**src/rtl/mapper_pkg.sv**
```systemverilog
// Shared constants and types for the banked 4510-style address mapper.
// Opcodes, MAP sequencer states and hypervisor register select codes.
package mapper_pkg;

  localparam logic [7:0] MAP_OPC = 8'h5C;
  localparam logic [7:0] EOM_OPC = 8'hEA;

  typedef enum logic [2:0] {
    ST_IDLE,
    ST_LD_A,
    ST_LD_X,
    ST_LD_Y,
    ST_LD_Z
  } map_state_e;

  localparam logic [2:0] SEL_Z     = 3'd0;
  localparam logic [2:0] SEL_Y     = 3'd1;
  localparam logic [2:0] SEL_X     = 3'd2;
  localparam logic [2:0] SEL_A     = 3'd3;
  localparam logic [2:0] SEL_MB_LO = 3'd4;
  localparam logic [2:0] SEL_MB_HI = 3'd5;

endpackage

```
**src/rtl/mapper_set_regs.sv**
```systemverilog
// One map register set: offset, region enables and MB bits for both halves.
// A single write port is shared by the MAP sequencer and the hypervisor.
module mapper_set_regs
  import mapper_pkg::*;
(
  input  logic        clk,
  input  logic        reset,
  input  logic        we,
  input  logic [2:0]  sel,
  input  logic [7:0]  wdata,
  input  logic [2:0]  rd_sel,
  output logic [7:0]  rdata,
  output logic [19:0] off_lo,
  output logic [19:0] off_hi,
  output logic [3:0]  en_lo,
  output logic [3:0]  en_hi
);

  logic [1:0][7:0] lo8_q, lo8_d;
  logic [1:0][3:0] hi4_q, hi4_d;
  logic [1:0][3:0] en_q, en_d;
  logic [1:0][7:0] mb_q, mb_d;

  always_comb begin
    lo8_d = lo8_q;
    hi4_d = hi4_q;
    en_d  = en_q;
    mb_d  = mb_q;
    if (we) begin
      case (sel)
        SEL_A: lo8_d[0] = wdata;
        SEL_X: begin
          en_d[0]  = wdata[7:4];
          hi4_d[0] = wdata[3:0];
        end
        SEL_Y: lo8_d[1] = wdata;
        SEL_Z: begin
          en_d[1]  = wdata[7:4];
          hi4_d[1] = wdata[3:0];
        end
        SEL_MB_LO: mb_d[0] = wdata;
        SEL_MB_HI: mb_d[1] = wdata;
        default: ;
      endcase
    end
  end

  always_comb begin
    rdata = 8'h00;
    case (rd_sel)
      SEL_Z:     rdata = {en_q[1], hi4_q[1]};
      SEL_Y:     rdata = lo8_q[1];
      SEL_X:     rdata = {en_q[0], hi4_q[0]};
      SEL_A:     rdata = lo8_q[0];
      SEL_MB_LO: rdata = mb_q[0];
      SEL_MB_HI: rdata = mb_q[1];
      default:   rdata = 8'h00;
    endcase
  end

  always_ff @(posedge clk or negedge reset) begin
    if (!reset) begin
      lo8_q <= '0;
      hi4_q <= '0;
      en_q  <= '0;
      mb_q  <= '0;
    end else begin
      lo8_q <= lo8_d;
      hi4_q <= hi4_d;
      en_q  <= en_d;
      mb_q  <= mb_d;
    end
  end

  assign off_lo = {mb_q[0], hi4_q[0], lo8_q[0]};
  assign off_hi = {mb_q[1], hi4_q[1], lo8_q[1]};
  assign en_lo  = en_q[0];
  assign en_hi  = en_q[1];

endmodule

```
**src/rtl/mapper_banked.sv**
```systemverilog
// Banked MAP unit: translates core addresses through selectable map sets,
// sequences the MAP/EOM opcodes itself and masks interrupts while mapping.
module mapper_banked
  import mapper_pkg::*;
#(
  parameter int PADDR_W  = 20,
  parameter int NUM_SETS = 2,
  parameter int SET_W    = $clog2(NUM_SETS)
) (
  input  logic               clk,
  input  logic               reset,
  input  logic               ready,
  input  logic               sync,
  input  logic [7:0]         data_i,
  input  logic [7:0]         data_o,
  input  logic [15:0]        core_address_next,
  input  logic [SET_W-1:0]   active_set,
  input  logic [SET_W-1:0]   load_set,
  input  logic               ext_irq,
  input  logic               ext_nmi,
  output logic               cpu_irq,
  output logic               cpu_nmi,
  input  logic               hv_we,
  input  logic [SET_W-1:0]   hv_set,
  input  logic [2:0]         hv_sel,
  input  logic [7:0]         hv_wdata,
  output logic [7:0]         hv_rdata,
  output logic               map_busy,
  output logic [PADDR_W-1:0] address,
  output logic [PADDR_W-1:0] address_next,
  output logic               map,
  output logic               map_next
);

  map_state_e         state_q, state_d;
  logic               int_en_q, int_en_d;
  logic               nmi_pend_q, nmi_pend_d;
  logic               nmi_prev_q, nmi_prev_d;
  logic [PADDR_W-1:0] addr_q, addr_d;
  logic               map_q, map_d;

  logic       map_det, eom_det;
  logic       core_we, hv_ok;
  logic [2:0] core_sel;

  logic [19:0] off_lo_s [NUM_SETS];
  logic [19:0] off_hi_s [NUM_SETS];
  logic [3:0]  en_lo_s  [NUM_SETS];
  logic [3:0]  en_hi_s  [NUM_SETS];
  logic [7:0]  rdata_s  [NUM_SETS];

  assign map_det  = ready & sync & (data_i == MAP_OPC);
  assign eom_det  = ready & sync & (data_i == EOM_OPC);
  assign map_busy = (state_q != ST_IDLE) | map_det;
  assign hv_ok    = hv_we & ready & ~map_busy;

  always_comb begin
    state_d  = state_q;
    core_we  = 1'b0;
    core_sel = SEL_A;
    if (ready) begin
      unique case (state_q)
        ST_IDLE: if (map_det) state_d = ST_LD_A;
        ST_LD_A: begin
          core_we  = 1'b1;
          core_sel = SEL_A;
          state_d  = ST_LD_X;
        end
        ST_LD_X: begin
          core_we  = 1'b1;
          core_sel = SEL_X;
          state_d  = ST_LD_Y;
        end
        ST_LD_Y: begin
          core_we  = 1'b1;
          core_sel = SEL_Y;
          state_d  = ST_LD_Z;
        end
        ST_LD_Z: begin
          core_we  = 1'b1;
          core_sel = SEL_Z;
          state_d  = ST_IDLE;
        end
        default: state_d = ST_IDLE;
      endcase
    end
  end

  for (genvar s = 0; s < NUM_SETS; s++) begin : g_set
    logic we_s;
    assign we_s = (core_we & (load_set == SET_W'(s)))
                | (hv_ok & (hv_set == SET_W'(s)));
    mapper_set_regs u_regs (
      .clk    (clk),
      .reset  (reset),
      .we     (we_s),
      .sel    (core_we ? core_sel : hv_sel),
      .wdata  (core_we ? data_o : hv_wdata),
      .rd_sel (hv_sel),
      .rdata  (rdata_s[s]),
      .off_lo (off_lo_s[s]),
      .off_hi (off_hi_s[s]),
      .en_lo  (en_lo_s[s]),
      .en_hi  (en_hi_s[s])
    );
  end

  assign hv_rdata = rdata_s[hv_set];

  logic               half;
  logic [1:0]         region;
  logic [19:0]        off;
  logic [3:0]         en;
  logic [27:0]        base;
  logic               hit;
  logic [PADDR_W-1:0] phys;

  assign half   = core_address_next[15];
  assign region = core_address_next[14:13];
  assign off    = half ? off_hi_s[active_set] : off_lo_s[active_set];
  assign en     = half ? en_hi_s[active_set] : en_lo_s[active_set];
  assign base   = {off, 8'h00};
  assign hit    = en[region];
  // Carry out of bit 19 runs into the MB bits and wraps at the top.
  assign phys   = hit ? PADDR_W'(base) + PADDR_W'(core_address_next)
                      : PADDR_W'(core_address_next);

  always_comb begin
    int_en_d   = int_en_q;
    nmi_pend_d = nmi_pend_q;
    nmi_prev_d = nmi_prev_q;
    addr_d     = addr_q;
    map_d      = map_q;
    if (ready) begin
      addr_d     = phys;
      map_d      = hit;
      nmi_prev_d = ext_nmi;
      if (eom_det) int_en_d = 1'b1;
      if (state_q == ST_LD_A) int_en_d = 1'b0;
      if (int_en_q) nmi_pend_d = 1'b0;
      else if (ext_nmi & ~nmi_prev_q) nmi_pend_d = 1'b1;
    end
  end

  always_ff @(posedge clk or negedge reset) begin
    if (!reset) begin
      state_q    <= ST_IDLE;
      int_en_q   <= 1'b1;
      nmi_pend_q <= 1'b0;
      nmi_prev_q <= 1'b0;
      addr_q     <= '0;
      map_q      <= 1'b0;
    end else begin
      state_q    <= state_d;
      int_en_q   <= int_en_d;
      nmi_pend_q <= nmi_pend_d;
      nmi_prev_q <= nmi_prev_d;
      addr_q     <= addr_d;
      map_q      <= map_d;
    end
  end

  assign address_next = addr_d;
  assign map_next     = map_d;
  assign address      = addr_q;
  assign map          = map_q;
  assign cpu_irq      = ext_irq & int_en_q;
  assign cpu_nmi      = int_en_q & (ext_nmi | nmi_pend_q);

endmodule

```
**config.mk**
```make
export PLATFORM = sky130hd
export DESIGN_NAME = mapper_banked
export DESIGN_NICKNAME = d
export VERILOG_FILES = /design/src/rtl/mapper_pkg.sv /design/src/rtl/mapper_set_regs.sv /design/src/rtl/mapper_banked.sv
export SDC_FILE = /design/constraint.sdc
export NUM_CORES = 1
export LEC_CHECK = 0
export ABC_AREA = 1
export BUFFER_PORTS_ARGS = -buffer_cell sky130_fd_sc_hd__buf_4
export CORE_AREA = 2 2 109 111
export CTS_BUF_LIST = sky130_fd_sc_hd__clkbuf_4
export DETAILED_ROUTE_END_ITERATION = 8
export DIE_AREA = 0 0 111 113
export PLACE_DENSITY_LB_ADDON = 0.3
export SLEW_MARGIN = 40
export SYNTH_ARGS = -nofsm -noshare
export SYNTH_HDL_FRONTEND = slang
export SYNTH_SLANG_ARGS = --single-unit
```
**constraint.sdc**
```tcl
create_clock -name clk -period 13.2 [get_ports clk]
set_clock_uncertainty 0.1 [all_clocks]
set_input_delay 2.64 -clock clk [delete_from_list [all_inputs] [get_ports clk]]
set_output_delay 2.64 -clock clk [all_outputs]
set_load 0.02 [all_outputs]
```
==> impl_metrics.yaml <==
outcome:
  status: "finished, final reports clean"
place:
  io_buffers: 105
  post_dp_cell_area_um2: 7940
  placement.setup.worst_slack_ns: 5.19
  place_inst: 1186
  detailedPlacementHpwl_um: 14700
  gp_congestion: 1.01
detailed_routing:
  routed.top_layer: "met4"
  routed-wl-met2_um: 9490
  drt-pass1-iter-count: 5
  met1_length_um: 8490
  viasPerCell: 5.81
  antenna_left: 0
  routedWlPerCell_um: 17.2
  drc: 0
  met3_wire_len_um: 2240
  finalWirelength_um: 20900
  num_vias: 7069
  detail_route.iter0.violations: 668
synth:
  synth_top_area_share_pct: 42.5
  ys_seq_area_share_pct: 42.8
  adder_and_majority_gate_portion_of_the_synthesized_area_pct: 1.67
  synth_top_family_by_area: "simple AND/OR/NAND/NOR gates"
  synth_top_area_cell: "sky130_fd_sc_hd__dfrtp_1"
  count_of_mapped_cells_out_of_synthesis: 982
  synthFlopType: "sky130_fd_sc_hd__dfrtp_1"
  synth.lib_cells_used.distinct: 42
  synth_simple_gate_area_share_pct: 39.3
  synth-edff-count: 0
  post_synth_instance_area_um2: 7190
  synth_nets: 1044
  synth.top_cells.by_area: "sky130_fd_sc_hd__dfrtp_1 42%, sky130_fd_sc_hd__nand2_1 20%, sky130_fd_sc_hd__nand3_1 10%"
  yosys_warnings: 0
  synthMuxAreaShare_pct: 0.139
  post_synth_xor_area_fraction_pct: 0.853
  synth-async-reset-ratio_pct: 100
  synth.avg_cell_area_um2: 7.32
  synth-compound-area-share_pct: 7.36
  synth_seq_cells: 123
finish:
  area_of_the_multi_input_gates_um2: 3560
  areaGrowthSynthToFinish_pct: 14.5
  final-seq-area_um2: 3080
  num-fill-cells: 900
  post-route-util_pct: 73.0
  layout-drive-gt1-share_pct: 16.6
  antenna_cells_inserted: 0
  finalInstanceArea_um2: 8230
  final_net_count: 1124
  finish.cell_count_without_fillers: 1217
grt:
  first_pass_grt_wire_length_um: 34800
  global_route.usage.total_pct: 35.1
  grt_start_max_net_pins: 86
  first_global_vias: 6757
  grt_antenna_before_repair: 0
  globalRoute.totalOverflow: 0
worst_setup_path:
  worstReg2RegEnd: "address[18]"
  crit_fanout: 35
  ff2ff_setup_slack_ns: 10.65
  timing.rr.start: "g_set[0].u_regs.off_hi[0]"
  end_kind: "output pin"
  cp.arrival_ns: 5.30
  cp-start-kind: "input pin"
  timing.reg2reg.worst_path_depth: 12
  category_of_the_critical_setup_timing_path: "input pin to output pin"
  data_required_critical_path_ns: 10.46
cts:
  tritoncts: "built"
  ctsResizeCount: 0
  clk_pin_slew_worst_paths_ns: 0.11
  clk_root_buf: "sky130_fd_sc_hd__clkbuf_4"
  cts_setup_buffers: 0
  cts_htree_levels: 4
  clk-insertion-delay-late_ns: 0.57
  hold_buf_count_cts: 0
  cts_buffer_depth: 2
  number_of_clock_sinks: 123
  cts_inserted_buffers: 17
sta:
  hold_viol: 0
  minimum_clock_period_ns: 8.04
  fin_ws_ns: 5.16
  worstMarginPinSlew_ns: 0.704
  finalCritPeriodShare_pct: 60.9
  achievable-frequency_mhz: 124
  max_slew_margin_pct: 53.0
  post_route_hold_slack_ns: 0.384
  slew_viol_final: 0
  final-setup-viol-count: 0
  rsz0062_at_grt: "false"
  final.setup.tns_ns: 0
floorplan:
  fp.dieH_um: 113
  die_w_um: 111
  floorplan.initialDensity_pct: 63.8
  row_count: 39
  die_area_um2: 12500
  ios: 106
  floorplan.core_area_um2: 11300
pwr:
  p_per_area_nw_per_um2: 196
  p_leak_nw: 4.42
  total_power_mw: 1.61
  worst_ir_drop_on_vdd_mv: 0.159
hold_path:
  hold_path_depth: 2
  holdPathEnd: "g_set[1].u_regs.off_hi[17]"
  min-delay-start: "g_set[1].u_regs.off_hi[17]"
  hold_path.class: "register to register"
run:
  cap_violations: 0
-- layout make-up --
type                       instances  share of cell area, %
tap                              143                   2.17
multi-input combinational        730                   43.2
inverter                          82                   3.78
timing repair buffer             108                   9.92
sequential                       123                   37.4
clock buffer                      18                   1.64
clock inverter                    13                   1.84
-- Yosys cell counts (3+ instances only) --
library cell                  n
sky130_fd_sc_hd__a21oi_1     10
sky130_fd_sc_hd__a22oi_1     12
sky130_fd_sc_hd__buf_2       23
sky130_fd_sc_hd__buf_4        3
sky130_fd_sc_hd__buf_6        5
sky130_fd_sc_hd__clkbuf_1    16
sky130_fd_sc_hd__dfrtp_1    122
sky130_fd_sc_hd__ha_1         8
sky130_fd_sc_hd__inv_1       75
sky130_fd_sc_hd__inv_2        3
sky130_fd_sc_hd__nand2_1    388
sky130_fd_sc_hd__nand2_2     16
sky130_fd_sc_hd__nand2_4      6
sky130_fd_sc_hd__nand3_1    150
sky130_fd_sc_hd__nand3b_1     6
sky130_fd_sc_hd__nand4_1     11
sky130_fd_sc_hd__nor2_1      28
sky130_fd_sc_hd__nor2_8       6
sky130_fd_sc_hd__nor3_1       4
sky130_fd_sc_hd__o2111ai_1    4
sky130_fd_sc_hd__o21ai_0     43
sky130_fd_sc_hd__o21ai_1      5
sky130_fd_sc_hd__o22ai_1      7
sky130_fd_sc_hd__xnor2_1      3
sky130_fd_sc_hd__xor2_1       4
-- cell families after synthesis --
family	Yosys count
simple gates	623
buf+inv	129
flops	123
compound gates	90
fa+ha+maj	9
xor+xnor	7
mux	1
-- power by group --
part / switching (mW) / total, mW / internal (mW)
Sequential: 0.133 / 0.658 / 0.525
Clock: 0.149 / 0.279 / 0.130
Combinational: 0.456 / 0.677 / 0.221
-- critical path, stage by stage --
cell and delay [ns]:
sky130_fd_sc_hd__buf_4 0.22, sky130_fd_sc_hd__inv_2 0.38, sky130_fd_sc_hd__o21ai_0 0.14, sky130_fd_sc_hd__o22ai_1 0.14, sky130_fd_sc_hd__ha_1 0.20, sky130_fd_sc_hd__inv_1 0.06, sky130_fd_sc_hd__fa_1 0.42, sky130_fd_sc_hd__o21ai_0 0.37
sky130_fd_sc_hd__nand3_1 0.12, sky130_fd_sc_hd__nand2_1 0.14, sky130_fd_sc_hd__nand3_1 0.08, sky130_fd_sc_hd__nand2_1 0.06, sky130_fd_sc_hd__nand3_1 0.07, sky130_fd_sc_hd__nand2_1 0.10, sky130_fd_sc_hd__buf_4 0.15
-- state kept, by name, summed over array words and instances (netlist names) --
name,flops
map,1
int_en_q,1
g_set.u_regs.en_lo,8
g_set.u_regs.en_hi,8
g_set.u_regs.off_hi,40
state_q,3
nmi_pend_q,1
nmi_prev_q,1
g_set.u_regs.off_lo,40
address,20
-- cell usage in the layout (no fill, tap or decap), types with 5 or more instances in the layout --
cell type	instances
sky130_fd_sc_hd__o21ai_0	43
sky130_fd_sc_hd__o22ai_1	7
sky130_fd_sc_hd__nand2_4	6
sky130_fd_sc_hd__nor2_8	6
sky130_fd_sc_hd__a21oi_1	10
sky130_fd_sc_hd__nand4_1	11
sky130_fd_sc_hd__inv_1	75
sky130_fd_sc_hd__nor2_1	27
sky130_fd_sc_hd__buf_4	107
sky130_fd_sc_hd__ha_1	8
sky130_fd_sc_hd__nand2_2	16
sky130_fd_sc_hd__dfrtp_1	122
sky130_fd_sc_hd__nand3b_1	6
sky130_fd_sc_hd__nand2_1	388
sky130_fd_sc_hd__nand3_1	150
sky130_fd_sc_hd__clkbuf_4	18
sky130_fd_sc_hd__a22oi_1	12
sky130_fd_sc_hd__o21ai_1	5
-- worst max-delay path by stage --
stage | startpoint | to | slack [ns]
4_1_cts | active_set | address_next[18] | 5.18
3_5_place_dp | active_set | address_next[18] | 5.19
3_3_place_gp | active_set | address_next[18] | 5.25
5_1_grt | active_set | address_next[18] | 4.95
6_report | active_set | address_next[18] | 5.16
2_1_floorplan | active_set | address_next[16] | 5.21
-- layer usage --
metal / GRT usage [%] / vias to the layer above
met1: 48.0 / 3229
met4: 13.7 / 0
li1: - / 3346
met5: 0 / -
met3: 8.52 / 61
met2: 54.8 / 433
No activity file was read; power rests on OpenSTA's default activity.
